<file path="src/rtl/counter_pkg.sv">
// Shared definitions for the counter peripheral family: register map indices,
// control/status bit positions and default widths.
package counter_pkg;

  localparam int CNT_W_DEFAULT  = 32;
  localparam int MCNT_W_DEFAULT = 16;

  localparam logic [3:0] REG_CTRL   = 4'd0;
  localparam logic [3:0] REG_CMP    = 4'd1;
  localparam logic [3:0] REG_DUTY   = 4'd2;
  localparam logic [3:0] REG_STATUS = 4'd3;
  localparam logic [3:0] REG_MCOUNT = 4'd4;

  localparam int CTRL_W       = 5;
  localparam int CTRL_CMP_EN  = 0;
  localparam int CTRL_IRQ_EN  = 1;
  localparam int CTRL_PWM_EN  = 2;
  localparam int CTRL_PWM_POL = 3;
  localparam int CTRL_ONESHOT = 4;

  localparam int STAT_MATCH  = 0;
  localparam int STAT_MISSED = 1;

endpackage

</file>
<file path="src/rtl/cmp_match_detect.sv">
// Registers the live count and flags the first cycle in which it equals the
// compare value, so a stalled counter produces a single event.
module cmp_match_detect
  import counter_pkg::*;
#(
  parameter int CNT_W = CNT_W_DEFAULT
) (
  input  logic             clk,
  input  logic             resetn,
  input  logic             cmp_en,
  input  logic [CNT_W-1:0] cmp_val,
  input  logic [CNT_W-1:0] cnt_val,
  output logic             match_evt
);

  logic [CNT_W-1:0] cnt_q;

  // Previous-cycle count for the equality edge detector.
  always_ff @(posedge clk or negedge resetn) begin
    if (!resetn) begin
      cnt_q <= {CNT_W{1'b0}};
    end else begin
      cnt_q <= cnt_val;
    end
  end

  assign match_evt = cmp_en & (cnt_val == cmp_val) & (cnt_q != cmp_val);

endmodule

</file>
<file path="src/rtl/counter_compare.sv">
// Compare/PWM stage behind the counter peripheral: sticky maskable match
// interrupt, match counter and PWM output on the PicoSoC register bus.
module counter_compare
  import counter_pkg::*;
#(
  parameter int CNT_W  = CNT_W_DEFAULT,
  parameter int MCNT_W = MCNT_W_DEFAULT
) (
  input  logic             clk,
  input  logic             resetn,
  input  logic [3:0]       reg_we,
  input  logic [3:0]       reg_re,
  input  logic [3:0]       reg_addr,
  input  logic [31:0]      reg_di,
  output logic [31:0]      reg_do,
  output logic             ready,
  input  logic [CNT_W-1:0] cnt_val,
  output logic             irq,
  output logic             pwm_out
);

  logic [CTRL_W-1:0] ctrl_r;
  logic [CTRL_W-1:0] ctrl_s;
  logic [CNT_W-1:0]  cmp_r;
  logic [CNT_W-1:0]  duty_r;
  logic              match_r;
  logic              missed_r;
  logic              match_s;
  logic              missed_s;
  logic [MCNT_W-1:0] mcount_r;
  logic [MCNT_W-1:0] mcount_s;
  logic              access_s;
  logic              wr_s;
  logic              rd_s;
  logic              clr_match_s;
  logic              clr_missed_s;
  logic              match_evt_s;
  logic [31:0]       rdata_s;

  // The cycle carrying ready never starts a new access, so held strobes act once.
  assign access_s     = ((|reg_we) | (|reg_re)) & ~ready;
  assign wr_s         = access_s & (|reg_we);
  assign rd_s         = access_s & (|reg_re);
  assign clr_match_s  = wr_s & (reg_addr == REG_STATUS) & reg_di[STAT_MATCH];
  assign clr_missed_s = wr_s & (reg_addr == REG_STATUS) & reg_di[STAT_MISSED];

  cmp_match_detect #(
    .CNT_W(CNT_W)
  ) u_match (
    .clk      (clk),
    .resetn   (resetn),
    .cmp_en   (ctrl_r[CTRL_CMP_EN]),
    .cmp_val  (cmp_r),
    .cnt_val  (cnt_val),
    .match_evt(match_evt_s)
  );

  // A new match beats a same-cycle W1C; MISSED only sets if MATCH survives the clear.
  assign match_s  = (match_r & ~clr_match_s) | match_evt_s;
  assign missed_s = (missed_r & ~clr_missed_s) | (match_evt_s & match_r & ~clr_match_s);

  // Next CTRL and MCOUNT; bus writes take priority over event-driven updates.
  always_comb begin
    ctrl_s   = ctrl_r;
    mcount_s = mcount_r;
    if (wr_s && (reg_addr == REG_CTRL)) begin
      ctrl_s = reg_di[CTRL_W-1:0];
    end else if (match_evt_s && ctrl_r[CTRL_ONESHOT]) begin
      ctrl_s              = ctrl_r;
      ctrl_s[CTRL_CMP_EN] = 1'b0;
    end else begin
      ctrl_s = ctrl_r;
    end
    if (wr_s && (reg_addr == REG_MCOUNT)) begin
      mcount_s = {MCNT_W{1'b0}};
    end else if (match_evt_s) begin
      mcount_s = mcount_r + MCNT_W'(1);
    end else begin
      mcount_s = mcount_r;
    end
  end

  // Read data multiplexer.
  always_comb begin
    rdata_s = 32'h0000_0000;
    case (reg_addr)
      REG_CTRL:   rdata_s = 32'(ctrl_r);
      REG_CMP:    rdata_s = 32'(cmp_r);
      REG_DUTY:   rdata_s = 32'(duty_r);
      REG_STATUS: rdata_s = {30'd0, missed_r, match_r};
      REG_MCOUNT: rdata_s = 32'(mcount_r);
      default:    rdata_s = 32'h0000_0000;
    endcase
  end

  // Register file, bus response and registered irq/pwm outputs.
  always_ff @(posedge clk or negedge resetn) begin
    if (!resetn) begin
      ctrl_r   <= {CTRL_W{1'b0}};
      cmp_r    <= {CNT_W{1'b0}};
      duty_r   <= {CNT_W{1'b0}};
      match_r  <= 1'b0;
      missed_r <= 1'b0;
      mcount_r <= {MCNT_W{1'b0}};
      ready    <= 1'b0;
      reg_do   <= 32'h0000_0000;
      irq      <= 1'b0;
      pwm_out  <= 1'b0;
    end else begin
      ctrl_r   <= ctrl_s;
      match_r  <= match_s;
      missed_r <= missed_s;
      mcount_r <= mcount_s;
      if (wr_s && (reg_addr == REG_CMP)) begin
        cmp_r <= reg_di[CNT_W-1:0];
      end else begin
        cmp_r <= cmp_r;
      end
      if (wr_s && (reg_addr == REG_DUTY)) begin
        duty_r <= reg_di[CNT_W-1:0];
      end else begin
        duty_r <= duty_r;
      end
      ready   <= access_s;
      reg_do  <= rd_s ? rdata_s : 32'h0000_0000;
      irq     <= ctrl_s[CTRL_IRQ_EN] & (match_s | missed_s);
      pwm_out <= ctrl_r[CTRL_PWM_EN] ? ((cnt_val < duty_r) ^ ctrl_r[CTRL_PWM_POL])
                                     : ctrl_r[CTRL_PWM_POL];
    end
  end

endmodule

</file>
<file path="config.mk">
export PLATFORM = sky130hd
export DESIGN_NAME = counter_compare
export DESIGN_NICKNAME = d
export VERILOG_FILES = /design/src/rtl/counter_pkg.sv /design/src/rtl/cmp_match_detect.sv /design/src/rtl/counter_compare.sv
export SDC_FILE = /design/constraint.sdc
export NUM_CORES = 1
export LEC_CHECK = 0
export BUFFER_PORTS_ARGS = -buffer_cell sky130_fd_sc_hd__buf_2
export CORE_UTILIZATION = 57
export DETAILED_ROUTE_END_ITERATION = 16
export GPL_TIMING_DRIVEN = 0
export PLACE_DENSITY = 0.8
export SLEW_MARGIN = 20
export SYNTH_ARGS = -nofsm -noshare
export SYNTH_HDL_FRONTEND = slang
export SYNTH_SLANG_ARGS = --single-unit
</file>
<file path="constraint.sdc">
create_clock -name clk -period 2.25 [get_ports clk]
set_input_delay 0.3375 -clock clk [delete_from_list [all_inputs] [get_ports clk]]
set_output_delay 0.3375 -clock clk [all_outputs]
set_load 0.005 [all_outputs]
</file>
Yosys cells after proc, flatten, opt, wreduce, memory -nomap -nowiden

Index checks and enable logic that the tools add are counted.
Widths: inputs -> output; s select.

Add/sub/neg operators: 1
Multiply operators: 0
Divide/modulo/power cells: 0
Order comparisons: 1
Equal/unequal tests: 6
Shift operators: 0
Mux-type cells: 7
Bitwise operators: 21
Reductions and logical operators: 10

Operators by type and width:

| kind                  | number |
|---|---|
| $pmux 32 s5           | 1 |
| $eq 32x32->1          | 1 |
| $lt 32x32->1          | 1 |
| $mux 16               | 2 |
| $mux 32               | 1 |
| $ne 32x32->1          | 1 |
| $add 16x1->16 const B | 1 |
| $and 1x1->1           | 13 |
| $eq 4x2->1 const B    | 2 |
| $reduce_or 4->1       | 2 |
| $logic_and 1x1->1     | 5 |
| $mux 5                | 1 |
| $eq 4x1->1 const B    | 1 |
| $eq 4x3->1 const B    | 1 |
| $logic_not 4->1       | 1 |
| $or 1x1->1            | 4 |
| $reduce_bool 2->1     | 2 |
| $not 1->1             | 3 |
| $mux 1                | 2 |
| $xor 1x1->1           | 1 |

Register bits after elaboration: 154
Latch bits: 0
Bits in writable memories: 0
ROM bits: 0
Bits of input ports: 78
Output and inout port bits: 35
Word-level logic and storage cells: 59
Memories: 0

Longest topological paths before layout

Gate-level depths: netlist of the first run.

Word-level depth: 11
Gate-level depth with buffers: 9
Mapped depth without buffers: 8

Modules after synthesis

A second synthesis of the first run with hierarchy kept.

Cells, all modules: 645
Area, all modules: 7,245.7 µm²

Modules (own cells, without submodules):

| module           | instances | cells an instance | area an instance (µm²) |
|---|---|---|---|
| counter_compare  | 1         | 527               | 5,721.7 |
| cmp_match_detect | 1         | 118               | 1,524.0 |

Worst setup path after synthesis of the first run

Ideal clock, no wire load.

Path type: reg-to-reg
Start: register cmp_r[7]
End: register ctrl_r[0]
Library setup time: 0.124 ns
Data arrival time: 1.905 ns
Data required time: 2.126 ns
Path slack: 0.222 ns
Cell stages (with the launch flop): 8
Clock period less this slack: 2.028 ns
Path through: dfrtp_1 -> xor2_1 -> nor4_1 -> nand4_1 -> or3_1 -> buf_6 -> or2_4 -> o31a_1

Word-level cells in the longest chain between the ends: 5
Elaborated cells between the ends (all ways): 6

Ends and longest elaborated chain:

| what                                 | line                   | source |
|---|---|---|
| start: declaration                   | counter_compare.sv:24  | `logic [CNT_W-1:0] cmp_r;` |
| start signal: assignment             | counter_compare.sv:100 | `cmp_r <= {CNT_W{1'b0}};` |
| start signal: assignment             | counter_compare.sv:115 | `cmp_r <= reg_di[CNT_W-1:0];` |
| start signal: assignment             | counter_compare.sv:117 | `cmp_r <= cmp_r;` |
| $eq 32x32->1                         | cmp_match_detect.sv:27 | `assign match_evt = cmp_en & (cnt_val == cmp_val) & (cnt_q != cmp_val);` |
| $and 1x1->1                          | cmp_match_detect.sv:27 |  |
| $and 1x1->1 *                        | cmp_match_detect.sv:27 |  |
| $logic_and 1x1->1 *                  | counter_compare.sv:68  | `end else if (match_evt_s && ctrl_r[CTRL_ONESHOT]) begin` |
| $reduce_bool 2->1 (no source line) * | n/a                    |  |
| end signal: assignment               | counter_compare.sv:99  | `ctrl_r <= {CTRL_W{1'b0}};` |
| end signal: assignment               | counter_compare.sv:110 | `ctrl_r <= ctrl_s;` |
| end: declaration                     | counter_compare.sv:22  | `logic [CTRL_W-1:0] ctrl_r;` |

Every way passes the cells marked *; elsewhere a longest branch is shown, timed or not.
A chain may end at the register's enable or synchronous reset.

Final worst setup path of the first run

Start: register duty_r[29]
End: register pwm_out

Word-level cells in the longest chain between the ends: 3

Ends and longest elaborated chain:

| what                     | line                   | source |
|---|---|---|
| start: declaration       | counter_compare.sv:25  | `logic [CNT_W-1:0] duty_r;` |
| start signal: assignment | counter_compare.sv:101 | `duty_r <= {CNT_W{1'b0}};` |
| start signal: assignment | counter_compare.sv:120 | `duty_r <= reg_di[CNT_W-1:0];` |
| start signal: assignment | counter_compare.sv:122 | `duty_r <= duty_r;` |
| $lt 32x32->1             | counter_compare.sv:127 | `pwm_out <= ctrl_r[CTRL_PWM_EN] ? ((cnt_val < duty_r) ^ ctrl_r[CTRL_PWM_POL])` |
| $xor 1x1->1              | counter_compare.sv:127 |  |
| $mux 1                   | counter_compare.sv:127 |  |
| end signal: assignment   | counter_compare.sv:127 |  |
| end: declaration         | counter_compare.sv:19  | `output logic pwm_out` |

Every way passes these cells.

==> impl_metrics.env, run 1 <==
export IMPL_ant_nets=0
export IMPL_setup_viol=12
export IMPL_p_sw_w=0.00241
export IMPL_crit_top_cell="a211oi_2"
export IMPL_violations="negative setup slack"
export IMPL_cts_sinks=154
export IMPL_cp_top_family="compound AO/OA/AOI/OAI gates"
export IMPL_drv_cap=0
export IMPL_fin_setup_tns_ps=-487
export IMPL_initial_core_util=0.587
export IMPL_boundaryPins=113
export IMPL_dpl_hpwl_mm=14.1
export IMPL_htreeDepth=4
export IMPL_syn_inst=666
export IMPL_avgRoutedWirePerCell_um=21.7
export IMPL_synth_seq_cells=154
export IMPL_routed_via_density=6.25
export IMPL_wl_met1_mm=8.12
export IMPL_cellPowerDensity_nw_per_um2=885
export IMPL_syn_area_um2=7400
export IMPL_cp_end_kind="flip-flop"
export IMPL_syn_to_final_growth_pct=25.0
export IMPL_finalCritPeriodShare=1.05
export IMPL_met3_length_mm=1.82
export IMPL_drive_gt1_frac=0.306
export IMPL_p_comb_frac=0.200
export IMPL_final_hold_viol_count=0
export IMPL_rsz0062_at_grt="yes"
export IMPL_antenna_cells=0
export IMPL_yosysWarnings=0
export IMPL_grt_pass1_vias=6131
export IMPL_fmax_mhz=424
export IMPL_cts_tree="yes"
export IMPL_cp_num_buf_inv=1
export IMPL_antenna_found_initial=0
export IMPL_slowest_stage="o41ai_4"
export IMPL_clk_pin_slew_ps=60
export IMPL_syn_avg_cell_area_um2=11.1
export IMPL_swShare=0.294
export IMPL_drt_first_iter_violations=818
export IMPL_root_buffer="clkbuf_16"
export IMPL_outcome="finished, violations left"
export IMPL_drc=0
export IMPL_post_route_util=0.733
export IMPL_layout_nets=923
export IMPL_synth_edf_count=0
export IMPL_cts_made_buffers=17
export IMPL_via_count=6237
export IMPL_die_area_um2=13400
export IMPL_cp_slowest_stage_delay_ps=520
export IMPL_ys_types=48
export IMPL_path_max_fanout=3
export IMPL_grt_pass1_wl_mm=31.6
export IMPL_start_kind="flip-flop"
export IMPL_dr_wl_met2_mm=10.8
export IMPL_worst_slew_pin_slew_ps=829
export IMPL_clk_latency_ps=440
export IMPL_grt_max_degree=88
export IMPL_path_class="reg -> reg"
export IMPL_fin_skew_ps=9.23
export IMPL_path_cells="inv_2, ha_4, nand4_1, o41ai_4, nand3_1, a211oi_2, a211oi_2, xor2_1"
export IMPL_cp_arrival_ps=2660
export IMPL_max_clock_path_buffers=2
export IMPL_firstDrtPassIters=8
export IMPL_seq_area_frac_synth=0.521
export IMPL_globalRouteTotalUtil=0.320
export IMPL_power_frac_seq=0.424
export IMPL_relSlewSlack=0.446
export IMPL_syn_num_nets=776
export IMPL_p_leak_nw=4.29
export IMPL_async_flop_share=1.00
export IMPL_synth_ff_type="dfrtp_1"
export IMPL_place_congestion=0.902
export IMPL_rows=41
export IMPL_hp_class="in -> reg"
export IMPL_holdWs_ps=54.5
export IMPL_grt_overflow=0
export IMPL_die_w_um=116
export IMPL_routed_top_layer="met4"
export IMPL_core_area_um2=12600
export IMPL_intPower_w=0.00578
export IMPL_portBuffers=111
export IMPL_nFillCells=833
export IMPL_required_ps=2550
export IMPL_period_needed_ps=2360
export IMPL_die_h_um=116
export IMPL_vdd_ir_drop_worst_v=0.000624
export IMPL_setup_slack_ps=-107
export IMPL_routed_wl_mm=21.6
export IMPL_report_final_slew_viol_count=0
export IMPL_clkPwrFrac=0.377
[synthesized netlist by cell type, drive strengths merged, types with 2 or more instances]
| library cell | n | area share |
|---|---|---|
| a222oi | 16 | 0.022 |
| o211ai | 5 | 0.0051 |
| inv | 37 | 0.019 |
| a22o | 2 | 0.0024 |
| a21o | 3 | 0.0030 |
| ha | 32 | 0.054 |
| clkbuf | 15 | 0.0076 |
| or3 | 2 | 0.0017 |
| nand4 | 15 | 0.013 |
| and2 | 3 | 0.0025 |
| a211o | 2 | 0.0024 |
| a211oi | 3 | 0.0030 |
| mux2 | 39 | 0.059 |
| mux2i | 13 | 0.018 |
| xor2 | 64 | 0.076 |
| and3 | 3 | 0.0025 |
| buf | 15 | 0.011 |
| nor2 | 41 | 0.021 |
| o21ai | 46 | 0.031 |
| nand2 | 55 | 0.028 |
| nand2b | 16 | 0.014 |
| nor3b | 2 | 0.0027 |
| dfrtp | 154 | 0.52 |
| nor4 | 22 | 0.023 |
| nor3 | 10 | 0.011 |
| a2111oi | 2 | 0.0024 |
| nor4b | 2 | 0.0041 |
| or2 | 2 | 0.0020 |
| a22oi | 16 | 0.016 |
| nand3 | 12 | 0.0081 |
| a21oi | 9 | 0.0061 |
[path summary, 6_finish.rpt]
check | startpoint | cells after the start | slack [ps] | to
min in group asynchronous | resetn | 2 | 440 | missed_r$_DFF_PN0_
min reg2reg | ready$_DFF_PN0_ | 1 | 500 | ready$_DFF_PN0_
max | duty_r[29]$_DFFE_PN0P_ | 8 | -110 | pwm_out$_DFF_PN0_
max reg2reg | duty_r[29]$_DFFE_PN0P_ | 8 | -110 | pwm_out$_DFF_PN0_
max in group asynchronous | resetn | 3 | 1010 | cmp_r[21]$_DFFE_PN0P_
min | cnt_val[16] | 1 | 50 | u_match.cnt_q[16]$_DFF_PN0_
[repair_timing]
item / CTS / global route
setup endpoints to repair: 50 / 50
gates resized for setup: 16 / 35
buffers inserted: 4 / 9
hold endpoints to repair: 67 / 0
pin swaps: 7 / 20
hold buffers: 1 / 0
cloned: 1 / 1
[flip-flops by register name (all words and copies together) (netlist names)]
name / count
cmp_r: 32
ctrl_r: 5
duty_r: 32
irq: 1
match_r: 1
mcount_r: 16
missed_r: 1
pwm_out: 1
ready: 1
reg_do: 32
u_match.cnt_q: 32
[cells in the final DEF (no fill, tap or decap), types with 14 or more instances in the layout]
master,instances
dfrtp_1,148
buf_2,118
xor2_1,63
nand2_1,55
o21ai_0,45
nor2_1,40
mux2_2,39
inv_1,35
ha_1,29
clkbuf_16,18
a22oi_1,16
a222oi_1,16
nand2b_1,16
nand4_1,15
buf_4,14
[through the flow]
stage	cells	cell area (um2)	setup slack (ps)	power [W]
2_1_floorplan	666	7400	222	0.00426
3_3_place_gp	949	8170	-1300	0.00474
3_5_place_dp	950	8210	-334	0.00483
4_1_cts	988	8970	2.41	0.00797
5_1_grt	998	9250	-181	0.00844
6_report	998	9250	-107	0.00819
[worst reg2reg max path, delay by kind of cell (launching register included)]
family	cells	cell delay [ps]
flip-flops	1	380
AND/OR/NAND/NOR	2	460
AO/OA/AOI/OAI	3	880
adder cells (fa/ha/maj)	1	280
buffers and inverters	1	70
XOR/XNOR	1	160
[final cells by class]
| cell class | instances | area, um2 | share of cell area |
|---|---|---|---|
| clock buffers | 20 | 467 | 0.0504 |
| inverters | 37 | 139 | 0.0150 |
| clock inverters | 12 | 170 | 0.0184 |
| flip-flops and latches | 154 | 3860 | 0.417 |
| multi-input cells | 445 | 3500 | 0.379 |
| well taps | 172 | 215 | 0.0233 |
| repair buffers | 128 | 737 | 0.0796 |
| plain buffers | 30 | 160 | 0.0173 |
[power by group through the flow]
stage / clock network, W / logic (W) / registers, W
after floorplan: 0 / 0.000865 / 0.00340
after global placement: 0 / 0.00127 / 0.00348
after detailed placement: 0 / 0.00134 / 0.00350
after CTS: 0.00308 / 0.00145 / 0.00344
after global routing: 0.00317 / 0.00176 / 0.00350
final: 0.00308 / 0.00163 / 0.00347
[logic make-up after synthesis]
logic type               Yosys count  synth area share
AO/OA/AOI/OAI                    109            0.0991
XOR/XNOR                          65            0.0769
adder cells (fa/ha/maj)           32            0.0541
buffers and inverters             67            0.0379
flip-flops                       154             0.521
multiplexers                      52            0.0769
AND/OR/NAND/NOR                  187             0.135
[per-layer routing]
layer | GRT usage | up-vias
met2 | 0.536 | 390
met3 | 0.0690 | 89
met4 | 0.150 | 0
met1 | 0.398 | 3106
li1 | - | 2652
met5 | 0 | -
No activity file was read; power rests on OpenSTA's default activity.
==> run 2: changes to the inputs <==
CORE_UTILIZATION = 59   (was 57)
CTS_BUF_LIST = sky130_fd_sc_hd__clkbuf_4   (was default)
PLACE_DENSITY = 0.85   (was 0.8)
SETUP_SLACK_MARGIN = 0.02   (was default)
==> run 2 against run 1 <==
The run still ends with negative setup slack left; first-iteration DRC count fell by 22%; fmax rose by 4.2%; utilization rose by 3.4 points; design area rose by 0.41%; register-to-register slack improved by 90 ps; sequential cell count did not move; sequential share of layout area fell by 0.22 points; worst hold slack got worse by 47 ps; critical path depth fell by 2; largest cell class unchanged; largest power group unchanged.
==> impl_metrics.env, run 2 (same netlist as run 1, synthesis figures left out) <==
export IMPL_cts_made_buffers=17
export IMPL_cp_end_kind="flip-flop"
export IMPL_routed_wl_mm=21.8
export IMPL_antenna_cells=0
export IMPL_period_needed_ps=2260
export IMPL_rsz0062_at_grt="yes"
export IMPL_hold_depth=3
export IMPL_max_clock_path_buffers=2
export IMPL_min_delay_start="reg_di[15]"
export IMPL_reg2reg_slack_ps=-10
export IMPL_fmax_mhz=442
export IMPL_vdd_ir_drop_worst_v=0.000489
export IMPL_crit_start="cmp_r[22]$_DFFE_PN0P_"
export IMPL_final_hold_viol_count=0
export IMPL_layout_commonest_cell="dfrtp_1"
export IMPL_antenna_found_initial=0
export IMPL_timing_rr_end="mcount_r[8]$_DFFE_PN0P_"
export IMPL_worstHoldEndpoint="duty_r[15]$_DFFE_PN0P_"
export IMPL_start_kind="flip-flop"
export IMPL_r2r_start="cmp_r[22]$_DFFE_PN0P_"
export IMPL_syn_to_final_growth_pct=25.5
export IMPL_nFillCells=764
export IMPL_intPower_w=0.00458
export IMPL_globalRouteTotalUtil=0.346
export IMPL_grt_pass1_wl_mm=33.3
export IMPL_cts_tree="yes"
export IMPL_clk_latency_ps=590
export IMPL_die_w_um=114
export IMPL_clkPwrFrac=0.234
export IMPL_p_sw_w=0.00221
export IMPL_die_h_um=114
export IMPL_clk_pin_slew_ps=120
export IMPL_ant_nets=0
export IMPL_fin_skew_ps=27.7
export IMPL_setup_viol=2
export IMPL_required_ps=2740
export IMPL_firstDrtPassIters=6
export IMPL_cellPowerDensity_nw_per_um2=732
export IMPL_grt_pass1_vias=6401
export IMPL_dpl_hpwl_mm=14.1
export IMPL_routed_via_density=6.07
export IMPL_path_class="reg -> reg"
export IMPL_avgRoutedWirePerCell_um=20.9
export IMPL_p_comb_frac=0.258
export IMPL_post_route_util=0.767
export IMPL_grt_overflow=0
export IMPL_holdWs_ps=7.32
export IMPL_die_area_um2=13000
export IMPL_outcome="finished, violations left"
export IMPL_setup_slack_ps=-12.5
export IMPL_layout_common_cells="dfrtp_1 (152), buf_2 (118), xor2_1 (64), nand2_1 (55), dlygate4sd3_1 (54)"
export IMPL_finalCritPeriodShare=1.01
export IMPL_hp_class="in -> reg"
export IMPL_drt_first_iter_violations=637
export IMPL_drive_gt1_frac=0.279
export IMPL_relSlewSlack=0.448
export IMPL_initial_core_util=0.611
export IMPL_power_frac_seq=0.507
export IMPL_report_final_slew_viol_count=0
export IMPL_place_congestion=0.945
export IMPL_path_max_fanout=10
export IMPL_swShare=0.326
export IMPL_layout_nets=976
export IMPL_rows=40
export IMPL_htreeDepth=4
export IMPL_grt_max_degree=79
export IMPL_ff2ff_path_depth=6
export IMPL_worst_slew_pin_slew_ps=825
export IMPL_core_area_um2=12100
export IMPL_violations="negative setup slack"
export IMPL_cts_sinks=154
export IMPL_root_buffer="clkbuf_4"
export IMPL_drv_cap=0
export IMPL_p_leak_nw=4.33
export IMPL_boundaryPins=113
export IMPL_portBuffers=111
export IMPL_via_count=6326
export IMPL_drc=0
export IMPL_cp_arrival_ps=2750
run 2: power by group through the flow:
stage                     Sequential (W)  Clock [W]  Combinational [W]
after global placement           0.00347          0            0.00126
final                            0.00345    0.00159            0.00176
after CTS                        0.00342    0.00158            0.00157
after floorplan                  0.00340          0           0.000865
after global routing             0.00348    0.00168            0.00190
after detailed placement         0.00350          0            0.00133
run 2: repair_timing:
item	in CTS	in global routing
pin swaps	5	13
hold buffers	54	0
hold endpoints to repair	140	0
setup buffers	13	3
gates resized for setup	14	17
endpoints found under the setup margin	20	49
run 2: worst max-delay path: stages, from the launching register on:
cell     delay [ps]
dfrtp_1         420
xor2_1          180
nor4_2          320
nand4_1         140
or3_4           510
nor4b_2         340
mux2i_1         250
run 2: metrics by stage:
step / TNS [ps] / setup slack [ps] / area [um2] / cells / power, W
CTS: 0 / 27.4 / 9140 / 1039 / 0.00657
global route: -721 / -90.5 / 9290 / 1042 / 0.00707
finish: -24.1 / -12.5 / 9290 / 1042 / 0.00680
global placement: -206980 / -1290 / 8170 / 945 / 0.00474
floorplan: 0 / 222 / 7400 / 666 / 0.00426
detailed placement: -12990 / -328 / 8210 / 946 / 0.00483
run 2: cell type report:
| type | count | area, um2 | area share |
|---|---|---|---|
| buffer | 29 | 134 | 0.0144 |
| clock buffer | 21 | 158 | 0.0170 |
| clock inverter | 6 | 77.6 | 0.00835 |
| inverter | 37 | 139 | 0.0149 |
| multi-input combinational | 445 | 3460 | 0.373 |
| sequential | 154 | 3860 | 0.415 |
| tap | 168 | 210 | 0.0226 |
| timing repair buffer | 182 | 1250 | 0.135 |
run 2: routing by layer:
metal | track usage | wire, um
met3 | 0.0685 | 1710
met2 | 0.580 | 10700
met1 | 0.420 | 8170
met5 | 0 | 0
met4 | 0.197 | 1170
run 2: worst max path at each step:
stage / to / slack, ps / depth (start not counted)
after floorplan: ctrl_r[0]$_DFFE_PN0P_ / 220 / 7
final: mcount_r[8]$_DFFE_PN0P_ / -10 / 6
after CTS: cmp_r[18]$_DFFE_PN0P_ / 30 / 4
after detailed placement: duty_r[12]$_DFFE_PN0P_ / -330 / 8
after global placement: reg_do[18]$_DFF_PN0_ / -1290 / 1
after global routing: mcount_r[4]$_DFFE_PN0P_ / -90 / 7
